==> src/rtl/st7735_spi_sink_if.sv <==
// Bundle between an ST7735 SPI driver and the panel-side sink: the SPI pins in one
// direction and the decoded byte stream in the other.
interface st7735_spi_sink_if #(
  parameter int PIDX_W = 5
);
  logic              CS;
  logic              LCD_CLK;
  logic              MOSI;
  logic              DC;
  logic              LCD_RST;
  logic              BYTE_VALID;
  logic [7:0]        BYTE_DATA;
  logic              BYTE_IS_CMD;
  logic [7:0]        CMD_CODE;
  logic [PIDX_W-1:0] PARAM_INDEX;
  logic              STRAY_DATA;
  logic              FRAME_ERR;
  logic              BUSY;

  modport master (
    output CS, LCD_CLK, MOSI, DC, LCD_RST,
    input  BYTE_VALID, BYTE_DATA, BYTE_IS_CMD, CMD_CODE, PARAM_INDEX,
           STRAY_DATA, FRAME_ERR, BUSY
  );

  modport slave (
    input  CS, LCD_CLK, MOSI, DC, LCD_RST,
    output BYTE_VALID, BYTE_DATA, BYTE_IS_CMD, CMD_CODE, PARAM_INDEX,
           STRAY_DATA, FRAME_ERR, BUSY
  );
endinterface

==> src/rtl/st7735_spi_sink.sv <==
// ST7735 4-wire SPI receiver: oversamples the bus on SYSTEM_CLK, deserialises bytes
// MSB-first and tags them as command or parameter with a running parameter index.
module st7735_spi_sink #(
  parameter int SYNC_STAGES = 2,
  parameter int PIDX_W      = 5
) (
  input logic               SYSTEM_CLK,
  input logic               RESET,
  st7735_spi_sink_if.slave  bus
);
  localparam logic [0:0] S_IDLE  = 1'b0;
  localparam logic [0:0] S_SHIFT = 1'b1;
  localparam int         STAGES  = 1;
  // {lcd_rst, dc, mosi, lcd_clk, cs}: CS and LCD_CLK come out of reset at their idle-high level
  localparam logic [4:0] SYNC_INIT = 5'b00011;

  logic [SYNC_STAGES-1:0][4:0] sync_q;
  logic cs_s, sck_s, mosi_s, dc_s, rst_s;
  logic sck_d, sck_rise;

  always_ff @(posedge SYSTEM_CLK or posedge RESET) begin
    if (RESET) begin
      sync_q <= {SYNC_STAGES{SYNC_INIT}};
      sck_d  <= 1'b1;
    end else begin
      sync_q <= {sync_q[SYNC_STAGES-2:0],
                 {bus.LCD_RST, bus.DC, bus.MOSI, bus.LCD_CLK, bus.CS}};
      sck_d  <= sck_s;
    end
  end

  assign cs_s     = sync_q[SYNC_STAGES-1][0];
  assign sck_s    = sync_q[SYNC_STAGES-1][1];
  assign mosi_s   = sync_q[SYNC_STAGES-1][2];
  assign dc_s     = sync_q[SYNC_STAGES-1][3];
  assign rst_s    = sync_q[SYNC_STAGES-1][4];
  assign sck_rise = sck_s & ~sck_d;

  logic [0:0]      state;
  logic [2:0]      bit_cnt;
  logic [6:0]      shreg;
  logic [7:0]      cap_byte;
  logic            cap_cmd;
  logic [STAGES:0] vld_pipe;
  logic            frame_err_q;
  logic            byte_done;

  // The 8th rising edge completes the byte even if CS rose in the same sampled cycle.
  assign byte_done = (state == S_SHIFT) && sck_rise && (bit_cnt == 3'd7) && !rst_s;

  always_ff @(posedge SYSTEM_CLK or posedge RESET) begin
    if (RESET) begin
      state       <= S_IDLE;
      bit_cnt     <= '0;
      shreg       <= '0;
      cap_byte    <= '0;
      cap_cmd     <= 1'b0;
      vld_pipe    <= '0;
      frame_err_q <= 1'b0;
    end else if (rst_s) begin
      state       <= S_IDLE;
      bit_cnt     <= '0;
      vld_pipe    <= '0;
      frame_err_q <= 1'b0;
    end else begin
      vld_pipe    <= {vld_pipe[STAGES-1:0], byte_done};
      frame_err_q <= 1'b0;
      case (state)
        S_IDLE: begin
          bit_cnt <= '0;
          if (!cs_s) state <= S_SHIFT;
        end
        default: begin
          if (sck_rise && !cs_s) begin
            shreg   <= {shreg[5:0], mosi_s};
            bit_cnt <= bit_cnt + 3'd1;
          end
          if (byte_done) begin
            cap_byte <= {shreg, mosi_s};
            cap_cmd  <= ~dc_s;
          end
          if (cs_s) begin
            state       <= S_IDLE;
            bit_cnt     <= '0;
            frame_err_q <= (bit_cnt != 3'd0) && !byte_done;
          end
        end
      endcase
    end
  end

  logic              byte_valid, byte_is_cmd, stray_data, frame_err, cmd_seen;
  logic [7:0]        byte_data, cmd_code;
  logic [PIDX_W-1:0] param_index;

  always_ff @(posedge SYSTEM_CLK or posedge RESET) begin
    if (RESET) begin
      byte_valid  <= 1'b0;
      byte_data   <= '0;
      byte_is_cmd <= 1'b0;
      cmd_code    <= '0;
      param_index <= '0;
      stray_data  <= 1'b0;
      frame_err   <= 1'b0;
      cmd_seen    <= 1'b0;
    end else if (rst_s) begin
      byte_valid  <= 1'b0;
      stray_data  <= 1'b0;
      frame_err   <= 1'b0;
      cmd_seen    <= 1'b0;
      cmd_code    <= '0;
      param_index <= '0;
    end else begin
      byte_valid <= vld_pipe[STAGES];
      stray_data <= 1'b0;
      frame_err  <= frame_err_q;
      if (vld_pipe[STAGES]) begin
        byte_data   <= cap_byte;
        byte_is_cmd <= cap_cmd;
        if (cap_cmd) begin
          cmd_code    <= cap_byte;
          param_index <= '0;
          cmd_seen    <= 1'b1;
        end else begin
          if (param_index != '1) param_index <= param_index + 1'b1;
          stray_data <= ~cmd_seen;
        end
      end
    end
  end

  assign bus.BYTE_VALID  = byte_valid;
  assign bus.BYTE_DATA   = byte_data;
  assign bus.BYTE_IS_CMD = byte_is_cmd;
  assign bus.CMD_CODE    = cmd_code;
  assign bus.PARAM_INDEX = param_index;
  assign bus.STRAY_DATA  = stray_data;
  assign bus.FRAME_ERR   = frame_err;
  assign bus.BUSY        = (state == S_SHIFT);
endmodule

==> src/flat_wrapper.sv <==
// flat-port wrapper written by rule: the top's interface ports become plain ports
module st7735_spi_sink_flat 
#(
  parameter int SYNC_STAGES = 2,
  parameter int PIDX_W      = 5
)
  (SYSTEM_CLK, RESET, bus_CS, bus_LCD_CLK, bus_MOSI, bus_DC, bus_LCD_RST, bus_BYTE_VALID, bus_BYTE_DATA, bus_BYTE_IS_CMD, bus_CMD_CODE, bus_PARAM_INDEX, bus_STRAY_DATA, bus_FRAME_ERR, bus_BUSY);
  st7735_spi_sink_if #(.PIDX_W(PIDX_W)) bus_i ();
  input logic SYSTEM_CLK;
  input logic RESET;
  input wire logic [$bits(bus_i.CS)-1:0] bus_CS;
  input wire logic [$bits(bus_i.LCD_CLK)-1:0] bus_LCD_CLK;
  input wire logic [$bits(bus_i.MOSI)-1:0] bus_MOSI;
  input wire logic [$bits(bus_i.DC)-1:0] bus_DC;
  input wire logic [$bits(bus_i.LCD_RST)-1:0] bus_LCD_RST;
  output wire logic [$bits(bus_i.BYTE_VALID)-1:0] bus_BYTE_VALID;
  output wire logic [$bits(bus_i.BYTE_DATA)-1:0] bus_BYTE_DATA;
  output wire logic [$bits(bus_i.BYTE_IS_CMD)-1:0] bus_BYTE_IS_CMD;
  output wire logic [$bits(bus_i.CMD_CODE)-1:0] bus_CMD_CODE;
  output wire logic [$bits(bus_i.PARAM_INDEX)-1:0] bus_PARAM_INDEX;
  output wire logic [$bits(bus_i.STRAY_DATA)-1:0] bus_STRAY_DATA;
  output wire logic [$bits(bus_i.FRAME_ERR)-1:0] bus_FRAME_ERR;
  output wire logic [$bits(bus_i.BUSY)-1:0] bus_BUSY;
  assign bus_i.CS = bus_CS;
  assign bus_i.LCD_CLK = bus_LCD_CLK;
  assign bus_i.MOSI = bus_MOSI;
  assign bus_i.DC = bus_DC;
  assign bus_i.LCD_RST = bus_LCD_RST;
  assign bus_BYTE_VALID = bus_i.BYTE_VALID;
  assign bus_BYTE_DATA = bus_i.BYTE_DATA;
  assign bus_BYTE_IS_CMD = bus_i.BYTE_IS_CMD;
  assign bus_CMD_CODE = bus_i.CMD_CODE;
  assign bus_PARAM_INDEX = bus_i.PARAM_INDEX;
  assign bus_STRAY_DATA = bus_i.STRAY_DATA;
  assign bus_FRAME_ERR = bus_i.FRAME_ERR;
  assign bus_BUSY = bus_i.BUSY;
  st7735_spi_sink #(.SYNC_STAGES(SYNC_STAGES), .PIDX_W(PIDX_W)) u_core (.SYSTEM_CLK(SYSTEM_CLK), .RESET(RESET), .bus(bus_i));
endmodule
==> config.mk <==
export PLATFORM = sky130hd
export DESIGN_NAME = st7735_spi_sink_flat
export DESIGN_NICKNAME = d
export VERILOG_FILES = /design/src/rtl/st7735_spi_sink_if.sv /design/src/rtl/st7735_spi_sink.sv /design/src/flat_wrapper.sv
export SDC_FILE = /design/constraint.sdc
export NUM_CORES = 1
export LEC_CHECK = 0
export ABC_CLOCK_PERIOD_IN_PS = 4600
export BUFFER_PORTS_ARGS = -buffer_cell sky130_fd_sc_hd__buf_2
export CAP_MARGIN = 20
export CORE_UTILIZATION = 45
export DETAILED_ROUTE_END_ITERATION = 16
export PLACE_DENSITY_LB_ADDON = 0.1
export SLEW_MARGIN = 20
export SYNTH_ARGS = -nofsm -noshare
export SYNTH_HDL_FRONTEND = slang
export SYNTH_SLANG_ARGS = --single-unit
export TNS_END_PERCENT = 10
==> constraint.sdc <==
create_clock -name SYSTEM_CLK -period 4.6 [get_ports SYSTEM_CLK]
set_input_delay 0.23 -clock SYSTEM_CLK [delete_from_list [all_inputs] [get_ports SYSTEM_CLK]]
set_output_delay 0.23 -clock SYSTEM_CLK [all_outputs]
set_load 0.03 [all_outputs]
After elaboration in Yosys (flattened, before gate mapping). Index checks and enable logic that the tools add are counted.

Multiplexer cells: 25. Add/sub/neg operators: 2. Eq/ne operators: 3. Reductions and logical operators: 17. Bitwise gates (word level): 5.

Operators with widths (count): 8-bit two-way mux (3); 5-bit two-way mux (4); 1-bit two-way mux (13); 3-bit two-way mux (4); 2-bit AND reduction (3); 3-bit AND reduction (2); 3-bit nonzero test (2); 5-bit by 1-bit adder with 5-bit output, second input constant (1); 1-bit logical AND (5); 5-bit != test, second input constant (1); 4-bit by 2-bit != test with 1-bit output, second input constant (1); 1-bit NOT (4); 2-bit nonzero test (2); 3-bit by 1-bit adder with 3-bit output, second input constant (1); 3-bit equality test, second input constant (1); 1-bit zero test (3); 2-bit two-way mux (1); 1-bit bitwise AND (1).

Logic and storage cells: 70. Output and inout port bits: 26. Input port bits: 7. Register bits: 60.

Depth between registers and ports, before layout.
Word-level depth: 10. Gate-level depth with buffers: 6. Mapped depth without buffers: 6.

Least setup slack after synthesis. No wires, ideal clock.

Path kind: reg-to-reg. Start point: register u_core.param_index[0] (netlist: u_core.bus.PARAM_INDEX[0]). End point: register u_core.param_index[3] (netlist: u_core.bus.PARAM_INDEX[3]). Slack: 2641 ps. Cell stages (with the launch flop): 7. Clock period less this slack: 1959 ps. Arrival time: 1877 ps. Library setup time: 82 ps. Buffers on the path: 0. Data required time: 4518 ps. Path through: dfrtp_1 -> ha_1 -> and3_1 -> ha_1 -> nand4b_1 -> or4_1 -> a31oi_1.

Cells in the longest elaborated chain, start to end: 5. Elaborated cells on any way between the ends: 8. Classes of those cells: add/sub: 1; eq/ne: 1; mux: 4; reduce/logical: 2.

Ends and longest elaborated chain: from (decl) (line st7735_spi_sink.sv:94) `logic [PIDX_W-1:0] param_index;`; from (signal assigned) (line st7735_spi_sink.sv:125) `if (param_index != '1) param_index <= param_index + 1'b1;`; 5-bit by 1-bit adder with 5-bit output (line st7735_spi_sink.sv:125); 5-bit two-way mux (line st7735_spi_sink.sv:125); 5-bit two-way mux (line st7735_spi_sink.sv:120) `if (cap_cmd) begin`; 5-bit two-way mux (line st7735_spi_sink.sv:117) `if (vld_pipe[STAGES]) begin`; 5-bit two-way mux (line st7735_spi_sink.sv:106) `end else if (rst_s) begin`.

Several ways; a longest one is shown, not always the timed one. The select of a mux whose other input is x is not followed. A chain may end at the register's enable or synchronous reset.

Worst setup path after layout.
Start point: register u_core.sync_q (netlist bit u_core.sck_s). End point: register u_core.cap_byte[2].

Cells in the longest elaborated chain, start to end: 5.

Ends and longest elaborated chain: from (decl) (line st7735_spi_sink.sv:17) `logic [SYNC_STAGES-1:0][4:0] sync_q;`; from (signal assigned) (line st7735_spi_sink.sv:23) `sync_q <= {SYNC_STAGES{SYNC_INIT}};`; from (signal assigned) (line st7735_spi_sink.sv:26) `sync_q <= {sync_q[SYNC_STAGES-2:0],`; 1-bit bitwise AND (line st7735_spi_sink.sv:37) `assign sck_rise = sck_s & ~sck_d;`; 1-bit logical AND (3 in a row) (line st7735_spi_sink.sv:49) `assign byte_done = (state == S_SHIFT) && sck_rise && (bit_cnt == 3'd7) && !rst_s;`; 3-bit AND reduction (no source line); to (signal assigned) (line st7735_spi_sink.sv:79) `cap_byte <= {shreg, mosi_s};`; to (decl) (line st7735_spi_sink.sv:42) `logic [7:0] cap_byte;`.

No other way between the ends.

==> flow_metrics.py <==
metrics = {
    "run_status": {
        "outcome": "completed",
    },
    "clocking": {
        "cts.sinks": 60,
        "insertion_delay_ns": 0.32,
        "cts_buffer_depth": 2,
        "path_clk_slew_ns": 0.06,
        "cts-root-buf": "clkbuf_8",
        "post_cts_resized": 0,
        "htree_levels": 3,
        "postCtsSetupBuffers": 0,
        "numCtsBuffers": 9,
        "cts_tree": "yes",
        "ctsHoldBuffers": 4,
    },
    "sta": {
        "rsz0062_at_grt": "false",
        "hold_viol": 0,
        "finalCriticalPeriod_ns": 1.99,
        "period_share_pct": 43.3,
        "slew_headroom_pct": 51.9,
        "fmax_mhz": 502,
        "setup_tns_ns": 0,
        "setup_slack_ns": 2.61,
        "worstMarginPinSlew_ns": 0.722,
        "skew_ns": 0.00522,
        "setup_viol": 0,
        "slew_viol_final": 0,
    },
    "run": {
        "maxCapViolations": 0,
    },
    "critical_path": {
        "slowest_stage": "dfstp_2",
        "setup.worst_path.class": "reg2reg",
        "timing.rr.start": "u_core.sck_s",
        "end_kind": "register",
        "crit_start": "u_core.sck_s",
        "arrival_ns": 2.19,
        "startpoint_type": "register",
        "crit_required_ns": 4.80,
        "slowest_delay_ns": 0.53,
        "crit_fanout": 11,
        "crit_chain": "nor2b_1 > nand3_1 > mux2_1",
    },
    "power": {
        "p_leak_uw": 0.00142,
        "vdd_drop_max_mv": 0.200,
        "powerDensity_nw_per_um2": 363,
    },
    "die": {
        "die-area_um2": 5370,
        "start_util_pct": 47.5,
        "core_um2": 4820,
        "pin_count": 33,
        "num_rows": 25,
        "die_x_um": 73.3,
        "dieHeight_um": 73.3,
    },
    "synthesis": {
        "ys_types": 30,
        "syn-num-nets": 185,
        "syn_area_um2": 2290,
        "yosysSeqAreaShare_pct": 65.9,
        "synth_cells": 173,
        "yosysWarnings": 0,
        "synth_area_per_cell_um2": 13.2,
        "ys_ff_latch": 60,
    },
    "global_routing": {
        "track_usage_pct": 16.4,
        "grt_start_max_net_pins": 61,
        "grt_remaining_overflow": 0,
        "grt_pass1_wl_um": 6370,
        "antenna_found_initial": 0,
        "grt_pass1_vias": 1393,
    },
    "routing": {
        "routed_via_density": 4.98,
        "drt_iter0_drc": 67,
        "wl_per_cell_um": 12.9,
        "firstDrtPassIters": 4,
        "drc": 0,
        "wl_um": 3700,
        "vias": 1429,
        "ant_nets": 0,
    },
    "worst_hold_path": {
        "min-delay-path-class": "in2async",
    },
    "finish": {
        "most-common-layout-cells": "dfrtp_1 (55), buf_2 (32), mux2_2 (16), nand2_1 (13)",
        "antenna_cells": 0,
        "mostFrequentLayoutCell": "dfrtp_1",
        "layout-drive-gt1-share_pct": 32.3,
        "final_util_pct": 56.8,
        "syn2layout_area_growth_pct": 19.5,
        "fillerInstances": 443,
        "fin_nets": 227,
    },
    "placement": {
        "dp_hpwl_um": 2490,
        "place_congestion": 0.785,
        "place_ws_ns": 2.59,
        "portBuffers": 32,
    },
}
per-layer routing:
layer	share of wire [%]	wire, µm	vias up	global-route usage [%]
li1	-	-	674	-
met1	49	1810	710	21.0
met2	46	1690	37	24.4
met3	3.5	131	8	4.66
met4	1.8	66	0	10.7
met5	0	0	-	0
synth_stat cells (all sizes together):
library cell	number	area [µm²]
a21oi	12	60.1
a31oi	2	12.5
and3	1	6.26
buf	4	25.0
clkbuf	3	11.3
dfrtp	55	1380
dfstp	5	131
ha	5	62.6
inv	9	33.8
mux2	23	259
mux2i	3	30.0
nand2	13	48.8
nand2b	4	25.0
nand3	11	55.1
nand3b	2	18.8
nand4	1	6.26
nand4b	1	8.76
nor2	5	18.8
nor2b	5	38.8
nor3	1	5.00
nor3b	1	7.51
o2111a	1	11.3
o21ai	4	20.0
or4	1	7.51
xnor2	1	8.76
logic make-up after synthesis:
family / synth area share, %
xor gates and xnor gates: 0.383
AOI/OAI and AO/OA: 4.54
DFF: 65.9
muxes: 12.6
adders and majority gates: 2.73
buffers and inverters: 3.06
and+or+nand+nor: 10.8
stage by stage:
step                      area [µm²]  total power [µW]  hold WS [ns]  cells
after global placement          2500               578         0.333    266
after CTS                       2730              1010       0.00124    286
after detailed placement        2500               579         0.337    266
after floorplan                 2290               570         0.234    173
final                           2740               993        0.0976    287
after global routing            2740              1040         0.183    287
worst paths after layout:
path,end,slack [ns],cells past startpoint
worst max-delay path,u_core.cap_byte[2],2.61,3
max in group asynchronous,u_core.bus.CMD_CODE[7],4.02,3
min in group SYSTEM_CLK,u_core.rst_s,0.35,0
worst min register to register,u_core.rst_s,0.35,0
worst min-delay path,u_core.bus.PARAM_INDEX[1],0.1,3
worst max register to register,u_core.cap_byte[2],2.61,3
area by class of cell:
| class | count | area, µm² | area share (%) |
|---|---|---|---|
| Clock buffer | 15 | 176 | 6.45 |
| Clock inverter | 1 | 5.00 | 0.183 |
| Inverter | 9 | 33.8 | 1.24 |
| Multi-Input combinational cell | 97 | 711 | 26.0 |
| Sequential cell | 60 | 1510 | 55.1 |
| Tap cell | 67 | 83.8 | 3.06 |
| Timing Repair Buffer | 38 | 218 | 7.96 |
worst max-delay path, delay by kind of cell (launching register included):
family | cells | cell delay (ns)
AND/OR/NAND/NOR | 2 | 0.88
multiplexers | 1 | 0.47
flip-flops | 1 | 0.53
power by group:
part           total (µW)  switching (µW)  internal, µW
Combinational        25.2            14.5          10.7
Clock                 422             182           240
Sequential            546            7.42           539
Total                 993             204           789
sequential cells by signal, summed over array words and instances, names as in the netlist, 2 cells and up:
signal	cells
u_core.bus.BYTE_DATA	8
u_core.bus.CMD_CODE	8
u_core.cap_byte	8
u_core.shreg	7
u_core.bus.PARAM_INDEX	5
u_core.sync_q	5
u_core.bit_cnt	3
u_core.vld_pipe	2
No activity file was read; power rests on OpenSTA's default activity.
